$ cat config.mk
export PLATFORM = sky130hd
export DESIGN_NAME = alu_fpga_harness
export DESIGN_NICKNAME = d
export VERILOG_FILES = /design/src/rtl/cpu_types_pkg.sv /design/src/rtl/key_debounce.sv /design/src/rtl/alu_fpga_harness.sv
export SDC_FILE = /design/constraint.sdc
export NUM_CORES = 1
export LEC_CHECK = 0
export CAP_MARGIN = 5
export CORE_MARGIN = 2
export CORE_UTILIZATION = 30
export DETAILED_ROUTE_END_ITERATION = 16
export SLEW_MARGIN = 20
export SYNTH_ARGS = -nofsm -noshare
export SYNTH_HDL_FRONTEND = slang
export SYNTH_SLANG_ARGS = --single-unit
$ cat constraint.sdc
create_clock -name CLK -period 3.05 [get_ports CLK]
set_input_delay 0.7625 -clock CLK [delete_from_list [all_inputs] [get_ports CLK]]
set_output_delay 0.7625 -clock CLK [all_outputs]
set_load 0.005 [all_outputs]
$ cat src/rtl/cpu_types_pkg.sv
// Shared CPU types: ALU word/opcode plus the bring-up harness state and history entry.
package cpu_types_pkg;
  typedef logic [31:0] word_t;

  typedef enum logic [3:0] {
    ALU_SLL  = 4'd0,
    ALU_SRL  = 4'd1,
    ALU_ADD  = 4'd2,
    ALU_SUB  = 4'd3,
    ALU_AND  = 4'd4,
    ALU_OR   = 4'd5,
    ALU_XOR  = 4'd6,
    ALU_NOR  = 4'd7,
    ALU_SLT  = 4'd8,
    ALU_SLTU = 4'd9
  } aluop_t;

  typedef enum logic [2:0] {
    S_LOAD_A  = 3'd0,
    S_LOAD_B  = 3'd1,
    S_LOAD_OP = 3'd2,
    S_EXEC    = 3'd3,
    S_SHOW    = 3'd4
  } hst_state_t;

  typedef struct packed {
    aluop_t     op;
    logic [2:0] nzv;
    word_t      result;
  } hist_entry_t;

  localparam int NUM_KEYS  = 4;
  localparam int KEY_ADV   = 0;
  localparam int KEY_ABORT = 1;
  localparam int KEY_OLDER = 2;
  localparam int KEY_NEWER = 3;
endpackage

$ cat src/rtl/key_debounce.sv
// Single push-button debouncer: synchronises the raw level, accepts a new level
// after DEBOUNCE_CYCLES stable differing cycles, and pulses on accepted presses.
module key_debounce #(
  parameter int DEBOUNCE_CYCLES = 500000
) (
  input  logic CLK,
  input  logic nRST,
  input  logic key_n,
  output logic press
);
  localparam int CNT_W = $clog2(DEBOUNCE_CYCLES);

  logic [1:0]       sync;
  logic             level;
  logic [CNT_W-1:0] cnt;

  always_ff @(posedge CLK or negedge nRST) begin
    if (!nRST) begin
      sync  <= 2'b11;
      level <= 1'b1;
      cnt   <= '0;
      press <= 1'b0;
    end else begin
      sync  <= {sync[0], key_n};
      press <= 1'b0;
      if (sync[1] == level) begin
        cnt <= '0;
      end else if (cnt == CNT_W'(DEBOUNCE_CYCLES - 1)) begin
        level <= sync[1];
        cnt   <= '0;
        // only a released->pressed flip produces an event
        press <= level;
      end else begin
        cnt <= cnt + 1'b1;
      end
    end
  end
endmodule

$ cat src/rtl/alu_fpga_harness.sv
// Board bring-up harness: debounced keys step load-A/B/op/exec into one ALU and log
// results in a browsable history. SIGN_EXT_EN selects sign- instead of zero-extension.
module alu_fpga_harness
  import cpu_types_pkg::*;
#(
  parameter int DATA_W          = 16,
  parameter int HIST_DEPTH      = 8,
  parameter int DEBOUNCE_CYCLES = 500000
) (
  input  logic                        CLK,
  input  logic                        nRST,
  input  logic [DATA_W-1:0]           sw_data,
  input  logic [3:0]                  key_n,
  output logic [31:0]                 alu_port_a,
  output logic [31:0]                 alu_port_b,
  output aluop_t                      alu_aluop,
  input  logic [31:0]                 alu_port_o,
  input  logic [2:0]                  alu_nzv,
  output logic [DATA_W-1:0]           led_data,
  output logic [2:0]                  led_flags,
  output logic [2:0]                  led_state,
  output logic [$clog2(HIST_DEPTH)-1:0] led_hist_idx,
  output logic [$clog2(HIST_DEPTH):0]   led_hist_cnt
);
  localparam int IDX_W = $clog2(HIST_DEPTH);

  hst_state_t          state;
  logic [NUM_KEYS-1:0] press;
  hist_entry_t         hist [HIST_DEPTH];
  logic [IDX_W-1:0]    wr_ptr, view, oldest, newest;
  logic [IDX_W:0]      cnt;
  logic                ev_abort, ev_adv, ev_older, ev_newer;
  logic [3:0]          op_bits;

  key_debounce #(.DEBOUNCE_CYCLES(DEBOUNCE_CYCLES)) u_db [NUM_KEYS-1:0] (
    .CLK   (CLK),
    .nRST  (nRST),
    .key_n (key_n),
    .press (press)
  );

  // strict priority: only the highest pending event survives
  assign ev_abort = press[KEY_ABORT];
  assign ev_adv   = press[KEY_ADV] & ~press[KEY_ABORT];
  assign ev_older = press[KEY_OLDER] & ~press[KEY_ABORT] & ~press[KEY_ADV];
  assign ev_newer = press[KEY_NEWER] & ~press[KEY_ABORT] & ~press[KEY_ADV] & ~press[KEY_OLDER];

  assign newest = wr_ptr - 1'b1;
  assign oldest = (cnt == (IDX_W+1)'(HIST_DEPTH)) ? wr_ptr : '0;

  always_comb begin
    op_bits = '0;
    for (int i = 0; i < 4 && i < DATA_W; i++) op_bits[i] = sw_data[i];
  end

  function automatic word_t ext(input logic [DATA_W-1:0] d);
    word_t w;
    w = '0;
    w[DATA_W-1:0] = d;
`ifdef SIGN_EXT_EN
    for (int i = DATA_W; i < 32; i++) w[i] = d[DATA_W-1];
`endif
    return w;
  endfunction

  always_ff @(posedge CLK or negedge nRST) begin
    if (!nRST) begin
      state      <= S_LOAD_A;
      alu_port_a <= '0;
      alu_port_b <= '0;
      alu_aluop  <= aluop_t'(4'd0);
      wr_ptr     <= '0;
      cnt        <= '0;
      view       <= '0;
    end else if (ev_abort && state != S_EXEC) begin
      state <= S_LOAD_A;
    end else begin
      case (state)
        S_LOAD_A: if (ev_adv) begin
          alu_port_a <= ext(sw_data);
          state      <= S_LOAD_B;
        end
        S_LOAD_B: if (ev_adv) begin
          alu_port_b <= ext(sw_data);
          state      <= S_LOAD_OP;
        end
        S_LOAD_OP: if (ev_adv) begin
          alu_aluop <= aluop_t'(op_bits);
          state     <= S_EXEC;
        end
        S_EXEC: begin
          wr_ptr <= wr_ptr + 1'b1;
          view   <= wr_ptr;
          if (cnt != (IDX_W+1)'(HIST_DEPTH)) cnt <= cnt + 1'b1;
          state  <= S_SHOW;
        end
        S_SHOW: begin
          if (ev_adv)                             state <= S_LOAD_A;
          else if (ev_older && view != oldest) view  <= view - 1'b1;
          else if (ev_newer && view != newest) view  <= view + 1'b1;
        end
        default: state <= S_LOAD_A;
      endcase
    end
  end

  always_ff @(posedge CLK or negedge nRST) begin
    if (!nRST) begin
      for (int i = 0; i < HIST_DEPTH; i++) hist[i] <= '0;
    end else if (state == S_EXEC) begin
      hist[wr_ptr] <= '{op: alu_aluop, nzv: alu_nzv, result: alu_port_o};
    end
  end

  always_ff @(posedge CLK or negedge nRST) begin
    if (!nRST) begin
      led_data     <= '0;
      led_flags    <= '0;
      led_state    <= '0;
      led_hist_idx <= '0;
      led_hist_cnt <= '0;
    end else begin
      if (state == S_EXEC || state == S_SHOW) begin
        led_data  <= hist[view].result[DATA_W-1:0];
        led_flags <= hist[view].nzv;
      end else begin
        led_data  <= sw_data;
        led_flags <= '0;
      end
      led_state    <= state;
      led_hist_idx <= view;
      led_hist_cnt <= cnt;
    end
  end
endmodule

# --- Word-level counts from Yosys, hierarchy flattened ---
# Index checks and enable logic that the tools add are counted.
totals:
  ff_bits: 482
  input_bits: 57
  output_inout_bits: 97
  elab_cells: 156
classes:
  n_addsub: 9
  eq_ne: 23
  bitwise_logic: 16
  order_cmp: 3
  reduce_logical: 18
  mux: 35
ops:
  columns: ["operator", "n"]
  rows:
  - ["312-bit bitwise mux", 1]
  - ["19-bit two-way mux", 8]
  - ["39-bit binary-select mux with 3-bit select", 1]
  - ["39-bit demux with 3-bit select", 1]
  - ["19-bit by 1-bit adder with 19-bit output, second input constant", 4]
  - ["19-bit == test, second input constant", 4]
  - ["35-bit two-way mux", 2]
  - ["39-bit two-way mux", 1]
  - ["3-bit two-way mux", 10]
  - ["16-bit two-way mux", 1]
  - ["3-bit inequality test, second input constant", 5]
  - ["3-bit case mux with 5 select lines", 1]
  - ["3-bit AND reduction", 4]
  - ["2-bit AND reduction", 5]
  - ["4-bit greater-or-equal comparator, second input constant", 2]
  - ["1-bit two-way mux", 8]
  - ["1-bit NOT", 8]
  - ["3-bit NOT with 4-bit output", 2]
  - ["4-bit AND reduction", 2]
  - ["3-bit by 1-bit adder with 3-bit output, second input constant", 2]
  - ["1-bit bitwise AND", 6]
  - ["3-bit by 2-bit == test with 1-bit output, second input constant", 2]
  - ["3-bit inequality test", 2]
  - ["3-bit case mux with 2 select lines", 1]
  - ["other kinds (14)", 21]

# --- Longest topological paths before layout ---
# Gate-level depths: netlist of run 1.
depth:
  depth_word: 9
  ltp_mapped: 10
  ltp_nobuf: 10

# --- By module ---
# Synthesis of run 1 repeated with hierarchy kept, for this count alone.
unflattened:
  hier_cells: 1103
  area_unflattened_um2: 14691.6
modules_own_cells:
  columns: ["module", "cells_per_inst", "area_per_inst_um2", "seq_area_each_um2", "instances"]
  rows:
  - ["alu_fpga_harness", 663, 10202.3, 5755.5, 1]
  - ["key_debounce", 110, 1122.3, 579.3, 4]

# --- Worst setup path before layout of run 1 ---
# No wires, ideal clock.
synth_timing:
  path_type: "reg-to-reg"
  startpoint: "register cnt[0]"
  endpoint: "register view[2]"
  period_less_slack_ps: 2320
  setup_time_ps: 132
  setup_slack_ps: 730
  required_time_ps: 2918
  stages_incl_launch_ff: 11
  path_buffers: 0
  t_arrival_ps: 2188
  cell_sequence: "dfrtp_1 inv_1 ha_1 nand3b_1 a2111oi_2 nand2_1 fa_1 inv_1 a21oi_1 o32ai_1 a211oi_1"
synth_via:
  elab_chain_cells: 7
  word_cells_on_any_way: 9
  classes_between: "eq/ne: 3; mux: 4; reduce/logical: 2"
synth_rtl:
  columns: ["item", "line_no", "source"]
  rows:
  - ["start, declared", "alu_fpga_harness.sv:31", "logic [IDX_W:0] cnt;"]
  - ["start signal, assigned", "alu_fpga_harness.sv:94", "if (cnt != (IDX_W+1)'(HIST_DEPTH)) cnt <= cnt + 1'b1;"]
  - ["4-bit == test *", "alu_fpga_harness.sv:49", "assign oldest = (cnt == (IDX_W+1)'(HIST_DEPTH)) ? wr_ptr : '0;"]
  - ["3-bit two-way mux *", "alu_fpga_harness.sv:49", null]
  - ["3-bit inequality test *", "alu_fpga_harness.sv:99", "else if (ev_older && view != oldest) view <= view - 1'b1;"]
  - ["1-bit logical AND *", "alu_fpga_harness.sv:99", null]
  - ["3-bit two-way mux", "alu_fpga_harness.sv:99", null]
  - ["3-bit two-way mux", "alu_fpga_harness.sv:98", "if (ev_adv) state <= S_LOAD_A;"]
  - ["3-bit case mux with 2 select lines", "alu_fpga_harness.sv:78", "case (state)"]
  - ["end signal, assigned", "alu_fpga_harness.sv:93", "view <= wr_ptr;"]
  - ["end signal, assigned", "alu_fpga_harness.sv:99", null]
  - ["end signal, assigned", "alu_fpga_harness.sv:100", "else if (ev_newer && view != newest) view <= view + 1'b1;"]
  - ["end, declared", "alu_fpga_harness.sv:30", "logic [IDX_W-1:0] wr_ptr, view, oldest, newest;"]
# Every way passes the cells marked *; elsewhere a longest branch is shown, timed or not. The select of a mux whose other input is x is not followed.
# A chain may end at the register's enable or synchronous reset.

# --- Final worst setup path of run 1 ---
# Ends and elaborated chain as after synthesis.

==> results.py, run 1 <==
metrics = {
    "flow_run": {
        "maxCapViolCount": 0,
    },
    "drt": {
        "wl_um": 30300,
        "dr.pass1.iters": 4,
        "viasPerCell": 4.60,
        "route.detailed.drc": 0,
        "vias": 8540,
        "post_drt_wl_per_cell_um": 16.3,
        "drt_iter0_drc": 439,
        "ant_nets": 0,
    },
    "critical_path": {
        "startpoint_type": "flip-flop",
        "arrival_ns": 2.85,
        "path_max_fanout": 5,
        "crit_type": "reg2reg",
        "critPathCaptureType": "flip-flop",
        "cp_data_required_time_ns": 3.50,
    },
    "synthesis": {
        "ys_top_cells_by_area": "dfrtp_1, mux2_2, mux4_2",
        "synth_cell_types": 59,
        "netlist_area_um2": 14400,
        "syn_inst": 1089,
        "ys_dominant_reg_cell": "dfrtp_1",
        "synthArstFlopShare_pct": 100,
        "synth_warnings": 0,
        "ys_seq_area_share_pct": 56.2,
        "synth_area_leader_cell": "dfrtp_1",
        "synth-edff-count": 0,
        "synth_top_cell_area_share_pct": 54.0,
        "synth_seq_cells": 322,
        "avgSynthCellArea_um2": 13.2,
    },
    "timing": {
        "fin_worst_skew_ns": 0.0155,
        "fmax_ghz": 0.415,
        "setup_viol": 0,
        "slew-limit-headroom_pct": 37.0,
        "finalCriticalPeriod_ns": 2.41,
        "finalWorstSetupSlack_ns": 0.642,
        "rsz0062_at_grt": "no",
        "drv_slew": 0,
        "hold_violations": 0,
        "finalSetupTns_ns": 0,
        "worst_hold_slack_ns": 0.203,
        "fin_crit_sh_pct": 78.9,
        "worst_slew_pin_slew_ns": 0.932,
    },
    "power": {
        "leakagePower_nw": 7.49,
        "ir_drop_mv": 0.306,
        "p_total_mw": 9.34,
        "power.density_nw_per_um2": 539,
    },
    "grt": {
        "grt_pass1_vias": 8884,
        "antenna_found_initial": 5,
        "grt_use_total_pct": 12.6,
        "grt-ovfl-total": 0,
        "grt_pass1_wl_um": 49400,
        "grt_max_degree": 72,
    },
    "min_path": {
        "hp-class": "in2async",
    },
    "floorplanning": {
        "ios": 154,
        "std_cell_rows": 80,
        "initial_core_util_pct": 30.3,
        "fp.dieW_um": 223,
        "die_h_um": 223,
        "dieArea_um2": 49600,
        "core-area_um2": 47400,
    },
    "cts": {
        "cts_resized": 0,
        "cts.path.max_buffers": 3,
        "clk_pin_slew_ns": 0.06,
        "htreeDepth": 2,
        "cts_hold_buf": 0,
        "cts_sinks": 322,
        "clk_latency_ns": 0.54,
        "cts-buffers-inserted": 38,
        "cts-root-buf": "clkbuf_16",
        "post_cts_buffers": 0,
        "cts_tree": "built",
    },
    "place": {
        "pre_cts_ws_ns": 0.633,
        "numPortBuffers": 105,
        "routabilityCongestion": 0.763,
        "dp_hpwl_um": 19700,
    },
    "finish": {
        "nets": 1281,
        "fillers": 4608,
        "areaGrowthSynthToFinish_pct": 20.8,
        "antenna_cells": 0,
        "drive_above_1_share_pct": 28.2,
    },
    "status": {
        "outcome": "finished clean",
    },
}
==> final cells by class <==
type                       count  area (µm²)  area share [%]
sequential                   322        8080            46.6
multi-input combinational    698        5850            33.7
timing repair buffer         132        1320            7.62
clock buffer                  56        1120            6.46
tap                          615         769            4.44
clock inverter                12         121           0.700
inverter                      23        86.3           0.498
==> registers in the layout, summed over array words and instances, names as in the netlist, 4 cells and up <==
signal and count:
led_data 16, cnt 4, u_db.level 4, alu_aluop 4
alu_port_a 16, hist 152, alu_port_b 16, u_db.press 4
u_db.sync 8, led_hist_cnt 4, u_db.cnt 76
==> path summary, 6_finish.rpt <==
path,startpoint,endpoint,slack (ns),cells after the start
max,cnt[0]$_DFFE_PN0P_,view[2]$_DFFE_PN0P_,0.64,11
min,nRST,u_db[3].cnt[7]$_DFF_PN0_,0.20,1
max reg2reg,cnt[0]$_DFFE_PN0P_,view[2]$_DFFE_PN0P_,0.64,11
min reg2reg,u_db[1].sync[0]$_DFF_PN1_,u_db[1].sync[1]$_DFF_PN1_,0.36,0
max in group asynchronous,nRST,alu_port_b[5]$_DFFE_PN0P_,2.04,2
min in group CLK,u_db[1].sync[0]$_DFF_PN1_,u_db[1].sync[1]$_DFF_PN1_,0.36,0
==> synthesized netlist by cell type, drive strengths merged, types with 3 or more instances <==
cell	number
and4	4
xor2	28
dfrtp	310
nor4	16
or4	3
mux2i	17
clkbuf	13
mux2	194
nor2	102
and3	8
nand2	65
mux4	38
nor3	21
or2	4
nor2b	3
and2	3
xnor2	52
a21oi	7
o21ai	17
and3b	3
inv	23
nand4	9
nand3	36
nand3b	3
ha	8
buf	64
a211oi	3
or3	3
dfstp	12
==> critical path: stages (launching register included) <==
cell,delay [ns]
dfrtp_1,0.43
inv_1,0.09
ha_1,0.16
nand3b_1,0.15
a2111oi_2,0.32
buf_4,0.19
nand2_1,0.06
fa_1,0.35
inv_1,0.07
and3_1,0.16
o32ai_1,0.09
a211oi_1,0.25
==> through the flow <==
step / instances / area, µm² / util [%]
6_report: 1858 / 17300 / 36.5
3_5_place_dp: 1790 / 16100 / 33.9
3_3_place_gp: 1790 / 16100 / 33.9
4_1_cts: 1858 / 17300 / 36.5
5_1_grt: 1858 / 17300 / 36.5
2_1_floorplan: 1120 / 14500 / -
==> kinds of logic after synthesis <==
kind of cell / count (synthesis) / share of synthesized area (%)
flip-flops: 322 / 56.2
AND/OR/NAND/NOR: 292 / 10.0
multiplexers: 249 / 22.4
buffers and inverters: 100 / 3.90
XOR/XNOR: 81 / 5.04
AO/OA/AOI/OAI: 35 / 1.53
adder cells (fa/ha/maj): 9 / 0.837
other: 1 / 0.0261
==> routing by layer <==
metal / GRT usage, % / up-vias / part of all wire [%]
li1: - / 3997 / -
met1: 16.5 / 4343 / 46
met2: 19.9 / 130 / 47
met3: 3.80 / 60 / 5.4
met4: 4.09 / 10 / 2.3
met5: 0 / - / 0.21
==> cells in the final DEF, fill, tap and decap left out, types with 4 or more instances in the layout <==
master / netlist / routed
nor2_2: 3 / 4
nor3_1: 19 / 19
clkinv_2: 0 / 7
clkbuf_16: 0 / 39
clkbuf_8: 0 / 8
xnor2_1: 52 / 52
and3_1: 8 / 8
xor2_1: 28 / 28
dfrtp_1: 310 / 308
mux2_2: 193 / 193
inv_1: 23 / 23
ha_1: 8 / 8
mux2i_1: 17 / 17
mux4_2: 38 / 38
nor4_1: 15 / 15
clkbuf_1: 13 / 9
nand3_1: 35 / 35
nor2_1: 99 / 98
clkdlybuf4s50_1: 0 / 104
conb_1: 1 / 32
dfstp_2: 12 / 12
and4_1: 4 / 4
nand2_1: 64 / 64
o21ai_0: 17 / 17
nand4_1: 9 / 9
buf_4: 37 / 22
buf_12: 0 / 5
a21oi_1: 7 / 7
==> where the power goes <==
group | internal, mW | leakage (nW) | switching [mW]
combinational | 0.225 | 2.73 | 0.217
sequential | 4.38 | 4.15 | 0.0550
clock | 2.71 | 0.618 | 1.74
total | 7.32 | 7.49 | 2.02
No activity file was read; power rests on OpenSTA's default activity.
==> inputs of run 2 (changes only) <==
clock period = 2.3 ns   (was 3.05 ns; I/O delays follow)
==> results.py, run 2 (same netlist as run 1, synthesis figures left out) <==
metrics = {
    "critical_path": {
        "rr_startpoint": "cnt[1]$_DFFE_PN0P_",
        "arrival_ns": 2.77,
        "path_max_fanout": 2,
        "reg2reg_slack_ns": -0.07,
        "crit_type": "reg2reg",
        "crit_path_start": "cnt[1]$_DFFE_PN0P_",
        "critPathCaptureType": "flip-flop",
        "timing.rr.end": "view[1]$_DFFE_PN0P_",
        "cp_data_required_time_ns": 2.70,
        "worstRegToRegCells": 9,
        "startpoint_type": "flip-flop",
    },
    "status": {
        "outcome": "finished with violations",
        "violations": "negative setup slack",
    },
    "grt": {
        "grt_max_degree": 55,
        "grt_use_total_pct": 12.3,
        "antenna_found_initial": 4,
        "grt-ovfl-total": 0,
        "grt_pass1_vias": 8841,
        "grt_pass1_wl_um": 49100,
    },
    "finish": {
        "largest-register": "hist",
        "antenna_cells": 0,
        "final_core_util_pct": 36.9,
        "final_common_cell": "dfrtp_1",
        "largest_registers": "hist x152, u_db.cnt x76",
        "nets": 1293,
        "stdcell_area_um2": 17500,
        "drive_above_1_share_pct": 29.7,
        "largest_reg_flops": 152,
        "fillers": 4531,
        "final_cell_mix": "dfrtp_1, mux2_2, clkdlybuf4s50_1",
        "areaGrowthSynthToFinish_pct": 22.0,
    },
    "place": {
        "routabilityCongestion": 0.783,
        "dp_hpwl_um": 19800,
        "pre_cts_ws_ns": -0.0489,
        "post_dp_cell_area_um2": 16300,
        "numPortBuffers": 105,
    },
    "min_path": {
        "min_to": "u_db[1].sync[1]$_DFF_PN1_",
        "hold_depth": 0,
        "hp-start": "u_db[1].sync[0]$_DFF_PN1_",
        "hp-class": "reg2reg",
    },
    "floorplanning": {
        "dieArea_um2": 49600,
        "core-area_um2": 47400,
        "fp.dieW_um": 223,
        "die_h_um": 223,
        "initial_core_util_pct": 30.3,
        "ios": 154,
        "std_cell_rows": 80,
    },
    "drt": {
        "vias": 8637,
        "wl_um": 30200,
        "route.detailed.drc": 0,
        "drt_iter0_drc": 455,
        "viasPerCell": 4.63,
        "dr.pass1.iters": 4,
        "ant_nets": 0,
        "post_drt_wl_per_cell_um": 16.2,
    },
    "timing": {
        "setup_viol": 2,
        "finalWorstSetupSlack_ns": -0.0658,
        "worst_hold_slack_ns": 0.356,
        "slew-limit-headroom_pct": 65.5,
        "finalSetupTns_ns": -0.114,
        "rsz0062_at_grt": "yes",
        "fin_worst_skew_ns": 0.00927,
        "drv_slew": 0,
        "hold_violations": 0,
        "finalCriticalPeriod_ns": 2.37,
        "worst_slew_pin_slew_ns": 0.514,
        "fmax_ghz": 0.423,
        "fin_crit_sh_pct": 103,
    },
    "cts": {
        "cts.path.max_buffers": 3,
        "cts_sinks": 322,
        "cts-buffers-inserted": 34,
        "cts_tree": "built",
        "cts-root-buf": "clkbuf_16",
        "clk_pin_slew_ns": 0.06,
        "clk_latency_ns": 0.52,
        "htreeDepth": 2,
    },
    "flow_run": {
        "maxCapViolCount": 0,
    },
    "power": {
        "leakagePower_nw": 7.55,
        "ir_drop_mv": 0.411,
        "power.density_nw_per_um2": 690,
    },
}
[run 2: cell types whose count changed in the layout (fill, tap and decap cells not counted), moves of 2 or more]
cell,previous run,this run
buf_4,22,31
clkbuf_1,9,3
buf_12,5,10
clkbuf_16,39,35
clkbuf_8,8,11
clkinv_2,7,4
a21oi_1,7,5
clkinvlp_4,0,2
[run 2: metrics by stage]
| step | power (mW) | std cells |
|---|---|---|
| finish | 12.1 | 1864 |
| global route | 12.5 | 1864 |
| CTS | 12.3 | 1863 |
| detailed placement | 6.59 | 1802 |
| global placement | 6.57 | 1802 |
| floorplan | 6.23 | 1120 |
[run 2: final cells by class]
type	instances	area, µm²	area share, %
clock inverter	9	104	0.593
clock buffer	49	1040	5.93
tap	615	769	4.40
timing repair buffer	148	1510	8.63
multi-input combinational	698	5920	33.8
sequential	322	8080	46.1
inverter	23	86.3	0.493
[run 2: timing repair]
action	CTS	global route
pin swaps	6	6
resized for setup	10	4
hold endpoints to repair	38	0
cloned	0	0
setup buffers	2	1
endpoints found under the setup margin	1	3
hold buffers	1	0
[run 2: worst max-delay path by stage]
stage                                to  cells after the start  slack, ns
floorplan           view[2]$_DFFE_PN0P_                     10       0.06
global placement    view[2]$_DFFE_PN0P_                     10       0.03
global route        view[2]$_DFFE_PN0P_                     11      -0.14
CTS                 view[2]$_DFFE_PN0P_                     11      -0.03
detailed placement  view[2]$_DFFE_PN0P_                     10      -0.05
finish              view[1]$_DFFE_PN0P_                      9      -0.07
[run 2: power by group]
part	switching, mW	leakage [nW]	internal, mW	total, mW
Sequential	0.0728	4.15	5.81	5.88
Combinational	0.289	2.84	0.303	0.591
Clock	2.24	0.563	3.36	5.60
Total	2.60	7.55	9.47	12.1
[run 2: critical path: stages (launching register included)]
cell       delay, ns
dfrtp_1         0.37
inv_1           0.07
ha_2            0.18
nand3b_1        0.12
buf_6           0.15
a2111oi_4       0.38
nand2_4         0.08
fa_2            0.54
a21oi_2         0.07
mux2_4          0.27
[run 2: metal layers]
metal	vias to the layer above	global-route usage [%]	part of all wire, %
met5	-	0	0.15
met2	130	20.5	48
met4	8	3.88	2.5
met1	4422	15.8	44
li1	4022	-	-
met3	55	2.99	5.2
==> patch 1: new RTL, settings of run 2 <==
Add an input register stage for `sw_data`, `key_n`, `alu_port_o` and `alu_nzv`, with the module's reset; this delays them by one clock.
--- a/src/rtl/alu_fpga_harness.sv
+++ b/src/rtl/alu_fpga_harness.sv
@@ -26,2 +26,21 @@
 
+  logic [DATA_W-1:0] sw_data_q;
+  logic [3:0] key_n_q;
+  logic [31:0] alu_port_o_q;
+  logic [2:0] alu_nzv_q;
+
+  always_ff @(posedge CLK or negedge nRST) begin
+    if (!nRST) begin
+      sw_data_q    <= '0;
+      key_n_q      <= '0;
+      alu_port_o_q <= '0;
+      alu_nzv_q    <= '0;
+    end else begin
+      sw_data_q    <= sw_data;
+      key_n_q      <= key_n;
+      alu_port_o_q <= alu_port_o;
+      alu_nzv_q    <= alu_nzv;
+    end
+  end
+
   hst_state_t          state;
@@ -37,3 +56,3 @@
     .nRST  (nRST),
-    .key_n (key_n),
+    .key_n (key_n_q),
     .press (press)
@@ -52,3 +71,3 @@
     op_bits = '0;
-    for (int i = 0; i < 4 && i < DATA_W; i++) op_bits[i] = sw_data[i];
+    for (int i = 0; i < 4 && i < DATA_W; i++) op_bits[i] = sw_data_q[i];
   end
@@ -79,3 +98,3 @@
         S_LOAD_A: if (ev_adv) begin
-          alu_port_a <= ext(sw_data);
+          alu_port_a <= ext(sw_data_q);
           state      <= S_LOAD_B;
@@ -83,3 +102,3 @@
         S_LOAD_B: if (ev_adv) begin
-          alu_port_b <= ext(sw_data);
+          alu_port_b <= ext(sw_data_q);
           state      <= S_LOAD_OP;
@@ -110,3 +129,3 @@
     end else if (state == S_EXEC) begin
-      hist[wr_ptr] <= '{op: alu_aluop, nzv: alu_nzv, result: alu_port_o};
+      hist[wr_ptr] <= '{op: alu_aluop, nzv: alu_nzv_q, result: alu_port_o_q};
     end
@@ -126,3 +145,3 @@
       end else begin
-        led_data  <= sw_data;
+        led_data  <= sw_data_q;
         led_flags <= '0;
Function: changed (a bounded check fails within 4 cycles, from zero or initial values and one cycle with nRST low).
==> patch 1 against run 2 <==
- final area grew 8.0%
- synthesized cell count grew 2.1%
- worst setup slack gained 0.042 ns
- critical path type unchanged
- global-route usage grew 0.065 points
- the flow still finishes with violations (setup timing)
- routed wire length grew 6.2%
- synthesized area grew 7.4%
- die area grew 7.3%
- sequential cell count grew 39
- largest cell class unchanged
- power grew 11%
- sequential power grew 11%
- cell count grew 6.3%
- count of clock-buffer cells in the layout grew 5
==> patch 1: results (changes against run 2) <==
The flow ran to the end, but the final reports show violations. Failing checks: setup timing (unchanged). For the met1 routed wirelength after detailed routing, the log shows 15.1 mm (was 13.3 mm).

The fraction of registers with async set or reset after synthesis is 100% (unchanged). The run gives 1 (was 2) as the number of endpoints failing setup at the final stage. The per-cell via count in the routed design was 4.50 (was 4.63).

The clock tree buffer depth came out at 3 (unchanged). The logs give 2 (was 4) for the number of antenna violations at the first check in global routing and 15.0 mm (was 14.5 mm) for the met2 wire length. The largest net degree at the start of global routing is 62 (was 55). The wire length of the first global-routing pass was 52.2 mm (was 49.1 mm).

The logs give 2.40% (was 2.99%) for the met3 usage and 0.0167 ns (was 0.00927 ns) for the final setup skew. The latest clock arrival within the worst-skew pair was 0.54 ns (was 0.52 ns); the warning count from the yosys run was 0 (unchanged). For the worst slack on hold paths, the log shows 0.353 ns (was 0.356 ns). Area of placed instances: 17500 um^2 (was 16300 um^2). The worst slew margin relative to its limit is 66.6% (was 65.5%). The number of iterations in the first detailed-routing pass was 5 (was 4). The global routing usage summed across all routing layers came out at 12.4% (was 12.3%). The global-route met1 utilization is 17.2% (was 15.8%), and the number of distinct library cells after synthesis is 62 (was 59).

The tools report the cell count after placement as 1907 (was 1802). The highest net fanout along the worst path works out to 3 (was 2). For the number of DRC markers after the initial detailed-route iteration, the log shows 523 (was 455). For the total routed wirelength, the log shows 32.0 mm (was 30.2 mm). Worst hold-check path type: flip-flop to flip-flop (unchanged). The fraction of layout cells with a size suffix above 1 came out at 29.3% (was 29.7%). The met3 layer wire length in the routed design was 1.25 mm (was 1.56 mm).

Total via count in the routed design: 8916 (was 8637). The via count of the first global-routing pass came out at 9233 (was 8841). Beginning of the worst hold path: key_n_q[2] (was u_db[1].sync[0]).

For the leakage component of the power, the log shows 8.49 nW (was 7.55 nW). The cell depth of the worst flop-to-flop path is 10 (was 9), and the post-DP HPWL is 20.9 mm (was 19.8 mm). For the sequential fraction of the synthesis area, the log shows 58.7% (was 56.2%). The maximum vdd drop came out at 0.551 mV (was 0.411 mV). Ranking of synthesized cells by area: dfrtp_1 (57%), mux2_2 (12%), mux4_2 (5.6%) (was dfrtp_1 (54%), mux2_2 (15%), mux4_2 (6.0%)).

The global routing met2 resource utilization came out at 19.7% (was 20.5%). Worst flop-to-flop path endpoint: view[2] (was view[1]). For the final worst-path setup slack, the log shows -0.0238 ns (was -0.0658 ns). Top cells by instance count after synthesis: dfrtp_1 (349), mux2_2 (167), nor2_1 (101), nand2_1 (60), xnor2_1 (52) (was dfrtp_1 (310), mux2_2 (193), nor2_1 (99), nand2_1 (64), xnor2_1 (52)).

The tools report the start point of the critical path as cnt[0] (was cnt[1]). The final net count was 1338 (was 1293); the total CTS buffers was 40 (was 34). The uppermost signal routing layer after detailed routing is met4 (was met5). The tools report the endpoint with the worst hold slack as u_db[2].sync[0] (was u_db[1].sync[1]). The hold-critical path depth was 0 (unchanged). The endpoint arrival time on the critical path is 2.75 ns (was 2.77 ns), and the global placement routability congestion is 0.804 (was 0.783). The cell count after synthesis was 1112 (was 1089). The tools report the clock root buffer as clkbuf_16 (unchanged).
## patch 1: worst max-delay path, stage by stage, from the launching register on
cell,delay [ns]
dfrtp_1,0.39
inv_2,0.07
ha_4,0.14
nand3b_4,0.10
or4_4,0.53
and2_4,0.19
inv_4,0.06
fa_2,0.22
nand2b_4,0.13
o221ai_2,0.08
a222oi_1,0.30
## patch 1: what timing repair did
item,CTS,global route
endpoints found under the hold margin,43,0
setup buffers,1,1
gates cloned,0,0
gates resized for setup,5,5
hold buffers,1,0
endpoints found under the setup margin,2,2
pin swaps,5,2
## patch 1: metrics by stage
| step | setup WS (ns) | TNS [ns] |
|---|---|---|
| final | -0.0238 | -0.0238 |
| after global routing | -0.131 | -0.140 |
| after CTS | -0.0564 | -0.0564 |
| after detailed placement | -0.106 | -0.151 |
| after global placement | -0.0252 | -0.0476 |
| after floorplan | 0.0136 | 0 |
## patch 1: cell type report
| cell class | instances | area [um^2] |
|---|---|---|
| timing repair buffer | 159 | 1590 |
| clock inverter | 17 | 224 |
| clock buffer | 54 | 1130 |
| inverter | 17 | 66.3 |
| fill | 4922 | 32200 |
| multi-input combinational | 693 | 6000 |
| sequential | 361 | 9050 |
| tap | 680 | 851 |
## patch 1: cell families after synthesis
kind of cell    synth area share [%]
buf+inv                         3.52
mux                             21.5
compound gates                  1.15
other cells                   0.0243
xor+xnor                        4.75
simple gates                    9.56
fa+ha+maj                      0.779
flops                           58.7
## patch 1: report_power, final
group | internal (mW) | switching (mW) | total, mW
Combinational | 0.136 | 0.204 | 0.339
Sequential | 6.43 | 0.0827 | 6.51
Clock | 4.02 | 2.52 | 6.54
Total | 10.6 | 2.80 | 13.4
==> patch 2: new RTL, settings of run 2 <==
Without the edit above. Add a define of `SIGN_EXT_EN`.
--- a/src/rtl/alu_fpga_harness.sv
+++ b/src/rtl/alu_fpga_harness.sv
@@ -2,2 +2,4 @@
 // results in a browsable history. SIGN_EXT_EN selects sign- instead of zero-extension.
+`define SIGN_EXT_EN
+
 module alu_fpga_harness
Formal check against the unedited RTL: no difference found for any inputs over 4 cycles, from zero or initial values and one cycle with nRST low; that may be too few to reach the edited logic, so the function may still have changed.
==> patch 2 against run 2 <==
- sequential cell count unchanged
- power increased by 0.66%
- final area increased by 2.5%
- clock power about the same
- critical path depth increased by 2
- utilization increased by 0.84 points
- synthesized area increased by 0.15%
- the run still ends with setup timing left
- sequential share of layout area decreased by 1.1 points
- highest routed layer unchanged
- worst setup slack got worse by 0.39 ns
- routed wire length increased by 3.9%
==> patch 2: results (changes against run 2) <==
The leakage component of the power is 7.61 nW (was 7.55 nW), and the average wire length per cell after detail routing is 16.6 um (was 16.2 um). The total CTS buffers was 36 (was 34); the number of antenna violations at the first check in global routing was 1 (was 4). The multiplexer area fraction after synthesis is 22.7% (was 22.4%).

Top cells by instance count after synthesis: dfrtp_1 (310), mux2_2 (189), nor2_1 (97), nand2_1 (57), xnor2_1 (46) (was dfrtp_1 (310), mux2_2 (193), nor2_1 (99), nand2_1 (64), xnor2_1 (52)). The wire length of the first global-routing pass is 51.4 mm (was 49.1 mm). The per-cell via count in the routed design came out at 4.71 (was 4.63).

The number of DRC markers after the initial detailed-route iteration was 563 (was 455). The compound-cell area share of the yosys netlist is 1.50% (was 1.53%), and the global routing usage summed across all routing layers is 13.0% (was 12.3%). The run gives 1 (was 2) as the number of endpoints failing setup at the final stage. Ranking of synthesized cells by area: dfrtp_1 (54%), mux2_2 (15%), mux4_2 (6.0%) (unchanged). For the via count of the first global-routing pass, the log shows 9332 (was 8841).

Largest net degree at the start of global routing: 56 (was 55). Xor/xnor cell area share of the yosys netlist: 5.10% (was 5.04%). The fraction of layout cells with a size suffix above 1 was 30.6% (was 29.7%). Worst hold-check path type: flip-flop to flip-flop (unchanged).

The area of placed instances is 16700 um^2 (was 16300 um^2). The final setup skew was 0.0186 ns (was 0.00927 ns); the post-DP HPWL was 20.5 mm (was 19.8 mm). Global placement routability congestion: 0.741 (was 0.783). The maximum vdd drop is 0.436 mV (was 0.411 mV). The run gives -0.461 ns (was -0.114 ns) as the sum of negative setup slack. The sequential fraction of the synthesis area was 56.2% (about the same); the adder-cell share of the synthesized area was 0.836% (was 0.837%). For the final worst-path setup slack, the log shows -0.461 ns (was -0.0658 ns).

The worst slew margin relative to its limit was 35.5% (was 65.5%); the number of distinct library cells after synthesis was 58 (was 59). The number of buffers inserted by port buffering was 137 (was 105). The run finished, with violations left. The cell depth of the worst flop-to-flop path works out to 11 (was 9). Highest net fanout along the worst path: 6 (was 2). The final net count was 1312 (was 1293). Failing checks: setup timing (unchanged). Endpoint arrival time on the critical path: 3.18 ns (was 2.77 ns).
## patch 2: changes by cell type after synthesis, moves of 7 or more
cell      before  now
buf_2         24   16
clkbuf_1      13   21
inv_1         23   13
nand2_1       64   57
o21ai_0       17    9
o21ai_1        0   11
xor2_1        28   35
## patch 2: cell type report
class                           instances  area, um^2
Clock inverter                          8        72.6
Inverter                               15        56.3
Timing Repair Buffer                  204        2010
Clock buffer                           55        1080
Tap cell                              615         769
Sequential cell                       322        8080
Fill cell                            4469       29600
Multi-Input combinational cell        667        5880
## patch 2: worst max-delay path, stage by stage, from the launching register on
cell and delay (ns):
dfrtp_1 0.38, inv_2 0.07, ha_4 0.14, nand4b_1 0.11, xnor2_1 0.20, o31a_1 0.20, inv_2 0.05, fa_2 0.43
xor2_1 0.17, o2111a_1 0.14, or4_1 0.49, mux2_4 0.27
## patch 2: where the power goes
| part | leakage, nW | total (mW) | switching (mW) | internal [mW] |
|---|---|---|---|---|
| Clock | 0.562 | 5.61 | 2.26 | 3.35 |
| Combinational | 2.90 | 0.645 | 0.288 | 0.356 |
| Sequential | 4.15 | 5.89 | 0.0795 | 5.81 |
| Total | 7.61 | 12.2 | 2.63 | 9.52 |
## patch 2: worst paths after layout
check,startpoint,endpoint,slack (ns)
max,cnt[1],view[2],-0.46
min,u_db[3].sync[0],u_db[3].sync[1],0.35
max reg2reg,cnt[1],view[2],-0.46
min reg2reg,u_db[3].sync[0],u_db[3].sync[1],0.35
max in group asynchronous,nRST,u_db[2].sync[1],1.02
min in group asynchronous,nRST,alu_port_a[7],0.55
## patch 2: routing by layer
metal	vias to the layer above	GRT usage (%)	part of all wire [%]	routed length, um
li1	4108	-	-	-
met2	159	22.4	51	15900
met4	2	3.88	2.1	668
met5	-	0	0.032	10
met3	53	2.33	3.7	1150
met1	4553	16.6	43	13600
## patch 2: timing repair
| action | in CTS | in global routing |
|---|---|---|
| pin swaps | 3 | 6 |
| resized for setup | 2 | 5 |
| setup endpoints to repair | 35 | 2 |
| buffers inserted | 1 | 1 |
| hold buffers | 1 | 0 |
| endpoints found under the hold margin | 41 | 0 |
## patch 2: cell families after synthesis
group	count (synthesis)
xor+xnor	82
mux	254
flops	322
buf+inv	87
simple gates	288
compound gates	34
fa+ha+maj	9
## patch 2: through the flow
| stage | util (%) | setup WS [ns] | std cells | hold slack (ns) |
|---|---|---|---|---|
| detailed placement | 35.2 | -0.461 | 1820 | 0.348 |
| finish | 37.7 | -0.461 | 1886 | 0.352 |
| floorplan | - | -0.472 | 1076 | 0.279 |
| global placement | 35.2 | -0.444 | 1820 | 0.346 |
| global route | 37.7 | -0.660 | 1886 | 0.361 |
| CTS | 37.7 | -0.419 | 1885 | 0.352 |
